### config.mk
export PLATFORM = sky130hd
export DESIGN_NAME = intc_ack_ctrl
export DESIGN_NICKNAME = d
export VERILOG_FILES = /design/src/rtl/intc_ack_ctrl.sv
export SDC_FILE = /design/constraint.sdc
export NUM_CORES = 1
export LEC_CHECK = 0
export ABC_AREA = 1
export ABC_CLOCK_PERIOD_IN_PS = 3650
export CORE_UTILIZATION = 25
export CTS_CLUSTER_DIAMETER = 80
export DETAILED_ROUTE_END_ITERATION = 8
export HOLD_SLACK_MARGIN = 0.06
export PLACE_DENSITY = 0.41
export SYNTH_ARGS = -nofsm -noshare
export SYNTH_HDL_FRONTEND = slang
export SYNTH_SLANG_ARGS = --single-unit
### constraint.sdc
create_clock -name clk -period 3.65 [get_ports clk]
set_input_delay 0.365 -clock clk [delete_from_list [all_inputs] [get_ports clk]]
set_output_delay 0.365 -clock clk [all_outputs]
set_load 0.01 [all_outputs]
### src/rtl/intc_ack_ctrl.sv
// Interrupt arbiter and CPU request/acknowledge handshake.
// Optional request timeout: define INTC_ACK_TIMEOUT_EN.
module intc_ack_ctrl #(
  parameter int INT_NUM  = 64,
  parameter int VEC_BASE = 64,
  parameter int VEC_NMI  = 11,
  parameter int VEC_ERR  = 9,
  parameter int TMO_CYC  = 255
) (
  input  logic                  clk,
  input  logic                  rst,
  input  logic                  in_intreq_nmi_i,
  input  logic                  in_intreq_err_i,
  input  logic [INT_NUM-1:0]    in_intreq_i,
  input  logic [INT_NUM-1:0][3:0] rg_ilvl_i,
  input  logic [3:0]            cpu_imask_i,
  input  logic                  cpu_ack_i,
  output logic                  int_req_o,
  output logic [3:0]            int_lvl_o,
  output logic [7:0]            int_vec_o,
  output logic                  cp_intack_nmi_o,
  output logic                  cp_intack_err_o,
  output logic [INT_NUM-1:0]    cp_intack_o,
  output logic                  tmo_o
);

  localparam int IW = (INT_NUM > 1) ? $clog2(INT_NUM) : 1;

  typedef enum logic [1:0] {IDLE, REQ, ACK, HOLD} state_t;
  typedef enum logic [1:0] {SRC_NMI, SRC_ERR, SRC_NRM} src_t;

  state_t        state;
  src_t          src, win_src;
  logic [IW-1:0] idx, best_idx;
  logic [3:0]    best_lvl, win_lvl;
  logic [7:0]    win_vec;
  logic          best_hit, err_ok, any, pend;

  // Lowest index wins ties because only a strictly higher level replaces it.
  always_comb begin
    best_hit = 1'b0;
    best_lvl = 4'd0;
    best_idx = '0;
    for (int i = 0; i < INT_NUM; i++) begin
      if (in_intreq_i[i] && (rg_ilvl_i[i] > cpu_imask_i) &&
          (!best_hit || (rg_ilvl_i[i] > best_lvl))) begin
        best_hit = 1'b1;
        best_lvl = rg_ilvl_i[i];
        best_idx = IW'(i);
      end
    end
  end

  assign err_ok = in_intreq_err_i && (cpu_imask_i != 4'hf);
  assign any    = in_intreq_nmi_i || err_ok || best_hit;

  always_comb begin
    win_src = SRC_NRM;
    win_lvl = best_lvl;
    win_vec = 8'(VEC_BASE + int'(best_idx));
    if (in_intreq_nmi_i) begin
      win_src = SRC_NMI;
      win_lvl = 4'hf;
      win_vec = 8'(VEC_NMI);
    end else if (err_ok) begin
      win_src = SRC_ERR;
      win_lvl = 4'hf;
      win_vec = 8'(VEC_ERR);
    end
  end

  always_comb begin
    pend = 1'b0;
    unique case (src)
      SRC_NMI: pend = in_intreq_nmi_i;
      SRC_ERR: pend = in_intreq_err_i;
      default: pend = in_intreq_i[idx];
    endcase
  end

`ifdef INTC_ACK_TIMEOUT_EN
  localparam logic [7:0] TMO_LIM = 8'(TMO_CYC);
  logic [7:0] cnt;
`else
  assign tmo_o = 1'b0;
`endif

  always_ff @(posedge clk or posedge rst) begin
    if (rst) begin
      state           <= IDLE;
      src             <= SRC_NMI;
      idx             <= '0;
      int_req_o       <= 1'b0;
      int_lvl_o       <= 4'd0;
      int_vec_o       <= 8'd0;
      cp_intack_nmi_o <= 1'b0;
      cp_intack_err_o <= 1'b0;
      cp_intack_o     <= '0;
`ifdef INTC_ACK_TIMEOUT_EN
      tmo_o           <= 1'b0;
      cnt             <= 8'd0;
`endif
    end else begin
      cp_intack_nmi_o <= 1'b0;
      cp_intack_err_o <= 1'b0;
      cp_intack_o     <= '0;
`ifdef INTC_ACK_TIMEOUT_EN
      tmo_o           <= 1'b0;
`endif
      unique case (state)
        IDLE: begin
          if (any) begin
            src       <= win_src;
            idx       <= best_idx;
            int_lvl_o <= win_lvl;
            int_vec_o <= win_vec;
            int_req_o <= 1'b1;
            state     <= REQ;
`ifdef INTC_ACK_TIMEOUT_EN
            cnt       <= 8'd0;
`endif
          end
        end
        REQ: begin
          if (cpu_ack_i) begin
            int_req_o        <= 1'b0;
            state            <= ACK;
            cp_intack_nmi_o  <= (src == SRC_NMI);
            cp_intack_err_o  <= (src == SRC_ERR);
            cp_intack_o[idx] <= (src == SRC_NRM);
          end else if (!pend) begin
            int_req_o <= 1'b0;
            state     <= IDLE;
`ifdef INTC_ACK_TIMEOUT_EN
          end else if (cnt + 8'd1 == TMO_LIM) begin
            int_req_o <= 1'b0;
            tmo_o     <= 1'b1;
            state     <= HOLD;
          end else begin
            cnt <= cnt + 8'd1;
`endif
          end
        end
        ACK:     state <= HOLD;
        HOLD:    state <= IDLE;
        default: state <= IDLE;
      endcase
    end
  end

endmodule
==> results of run 1 <==
final timing paths:
kind	slack, ps	startpoint	cells after the start	endpoint
max	-60050	cpu_imask_i[2]	632	idx[5]$_DFFE_PP0P_
min	490	int_vec_o[2]$_DFFE_PP0P_	2	int_vec_o[2]$_DFFE_PP0P_
max reg2reg	-190	idx[2]$_DFFE_PP0P_	15	int_lvl_o[2]$_DFFE_PP0P_
min reg2reg	490	int_vec_o[2]$_DFFE_PP0P_	2	int_vec_o[2]$_DFFE_PP0P_
max in group asynchronous	2480	rst	3	cp_intack_o[50]$_DFF_PP0_
min in group asynchronous	520	rst	2	cp_intack_o[15]$_DFF_PP0_
placed cells by master, fill, tap and decap left out, types with 9 or more instances in the layout:
cell type           n
buf_4            1247
nand2_1           648
inv_1             595
ha_1              416
clkdlybuf4s50_1   398
nand3_1           326
nand2_2           189
nor2_1            159
nand4_1           131
a21oi_1           108
o21ai_0            95
o21ai_2            89
o21ai_1            87
dfrtp_1            87
nand2_4            84
o21bai_1           67
ha_4               37
inv_2              34
nor3_1             20
nor2_2             18
buf_6              18
a221oi_1           15
o211ai_1           14
nand3_2            14
or2_2              14
o31ai_1            12
o21ai_4            12
a21oi_2            11
a22oi_1            10
clkbuf_16          10
diode_2             9
a31oi_1             9
nor3_2              9
sequential cells by signal, indices dropped and copies added (netlist names), named ones only:
name             count
cp_intack_nmi_o      1
cp_intack_err_o      1
int_vec_o            7
int_lvl_o            4
src                  1
state                1
int_req_o            1
cp_intack_o         64
idx                  6
critical path: cells and delay by family:
family                     cells  cell delay (ps)
and+or+nand+nor              362            28080
AOI/OAI and AO/OA            118            11510
adders and majority gates     58            16410
buffers and inverters         94             7250
what timing repair did:
| action | in CTS | in global routing |
|---|---|---|
| pin swaps | 86 | 136 |
| setup endpoints to repair | 20 | 20 |
| buffers inserted | 268 | 79 |
| gates cloned | 1 | 2 |
| resized for setup | 241 | 158 |
layer usage:
layer	vias up	part of all wire (%)	GRT usage [%]
met4	0	2.0	5.12
met2	399	47	38.2
met5	-	0	0
met1	12388	48	29.6
met3	73	3.0	1.64
li1	14826	-	-
per-stage QoR:
step                      instances  worst slack, ps  utilization (%)  setup TNS, ps
final                          6241           -60050             45.3       -1015610
after global routing           6239           -66500             45.3       -1123000
after CTS                      6154           -59460             43.7       -1006930
after detailed placement       5872           -63160             40.1       -1074480
after global placement         5872           -62900             40.1       -1070720
after floorplan                3433           -58880                -        -973680
cell families (layout without fill, tap and decap cells):
kind of cell | after synthesis | after routing | synth area share, %
DFF | 87 | 87 | 10.1
and+or+nand+nor | 1644 | 1645 | 35.3
adders and majority gates | 454 | 454 | 26.4
buffers and inverters | 681 | 2335 | 12.9
AOI/OAI and AO/OA | 565 | 565 | 15.3
other | 1 | 11 | 0.0174
final cells by class:
class | count | area, um2 | area share (%)
Sequential cell | 87 | 2180 | 5.64
Timing Repair Buffer | 1676 | 13800 | 35.6
Tap cell | 1144 | 1430 | 3.71
Antenna cell | 9 | 22.5 | 0.0583
Multi-Input combinational cell | 2666 | 18500 | 47.8
Clock inverter | 7 | 101 | 0.262
Clock buffer | 9 | 225 | 0.583
Inverter | 643 | 2440 | 6.31
==> impl_metrics.json, run 1 <==
{
  "cts_tree": "built",
  "worst_pin_slew_ps": 1240,
  "grt_max_degree": 59,
  "htree_num_levels": 3,
  "start_kind": "primary input",
  "grt_antenna_before_repair": 12,
  "dpl-instance-area_mm2": 0.0342,
  "cts-root-buf": "clkbuf_16",
  "ys_top_cells_by_count": "nand2_1 (759), inv_1 (618), ha_1 (454), nand3_1 (340), o21ai_0 (249)",
  "core_mm2": 0.0853,
  "dr_total_vias": 27686,
  "totalWireLength_mm": 98.9,
  "grt_overflow": 0,
  "clkSlewWorstSetupHoldPaths_ps": 70,
  "worstPathArrival_ps": 63930,
  "final_cell_area_mm2": 0.0386,
  "cts.sinks": 87,
  "min_period_ps": 63700,
  "cp_max_fo": 8,
  "synth_cell_types": 56,
  "postSynthRegisterBits": 87,
  "crit_top_cell": "nand2_1",
  "finClkSkew_ps": 10.7,
  "drc": 0,
  "start_util_pct": 25.3,
  "crit_slowest_cell": "ha_4",
  "grt_setup_unrepaired": "true",
  "initialDrtViolationCount": 1028,
  "hold_path_class": "register to register",
  "wl_per_cell_um": 15.8,
  "numCtsBuffers": 9,
  "area_growth_pct": 79.3,
  "cpPeakStageDelay_ps": 350,
  "gp_congestion": 0.852,
  "nets": 5866,
  "maxSlewViolCount": 0,
  "worstSetupEndpointType": "register",
  "port_buffers": 406,
  "drt_pre_antenna_iters": 5,
  "yosys.area.top_type_share_pct": 26.4,
  "final_hold_viol_count": 0,
  "vias_per_cell": 4.44,
  "grt_usage_pct": 22.1,
  "std_cell_rows": 107,
  "yosysSeqAreaShare_pct": 10.1,
  "dieArea_mm2": 0.0874,
  "yosysWarnings": 0,
  "fin_ws_ps": -60050,
  "finalCritPeriodShare_pct": 1750,
  "synth_edf_count": 0,
  "nFillCells": 8874,
  "grt_pass1_vias": 26915,
  "status": "complete, but fails checks",
  "synth_cells": 3432,
  "grt_pass1_wl_mm": 149,
  "yosysTopAreaCell": "ha_1",
  "clock_latency_ps": 350,
  "worstPathRequired_ps": 3880,
  "synth_area_mm2": 0.0215,
  "path_class": "primary input to register",
  "max_slew_margin_pct": 16.3,
  "die_w_um": 296,
  "cts.path.max_buffers": 2,
  "synth.most_common_cell": "nand2_1",
  "syn_avg_cell_area_um2": 6.28,
  "synth-main-ff-cell": "dfrtp_1",
  "ctsHoldBuffers": 0,
  "ioPinCount": 409,
  "dp_hpwl_mm": 82.5,
  "die_h_um": 296,
  "fin_hold_ws_ps": 491,
  "violations": "setup timing",
  "fmax_mhz": 15.7,
  "setup_viol": 20,
  "ant_nets": 0,
  "async_reset_ff_share_pct": 100,
  "cap_viol_max_count": 0,
  "synth_area_leaders": "ha_1 (26%), nand2_1 (13%), inv_1 (11%), dfrtp_1 (10%), nand3_1 (7.9%)",
  "drive_above_1_share_pct": 36.1
}
Power of run 1 is not shown: default switching activity piles up to over one toggle a cycle in this logic, so the estimate is an artifact.
==> run 2: changes to the inputs <==
Settings changed: CTS_CLUSTER_DIAMETER 80 to default.
==> results of run 2 <==
The final DEF is identical to that of run 1; final timing and power are the same.
Power of run 2 is left out for the same reason.
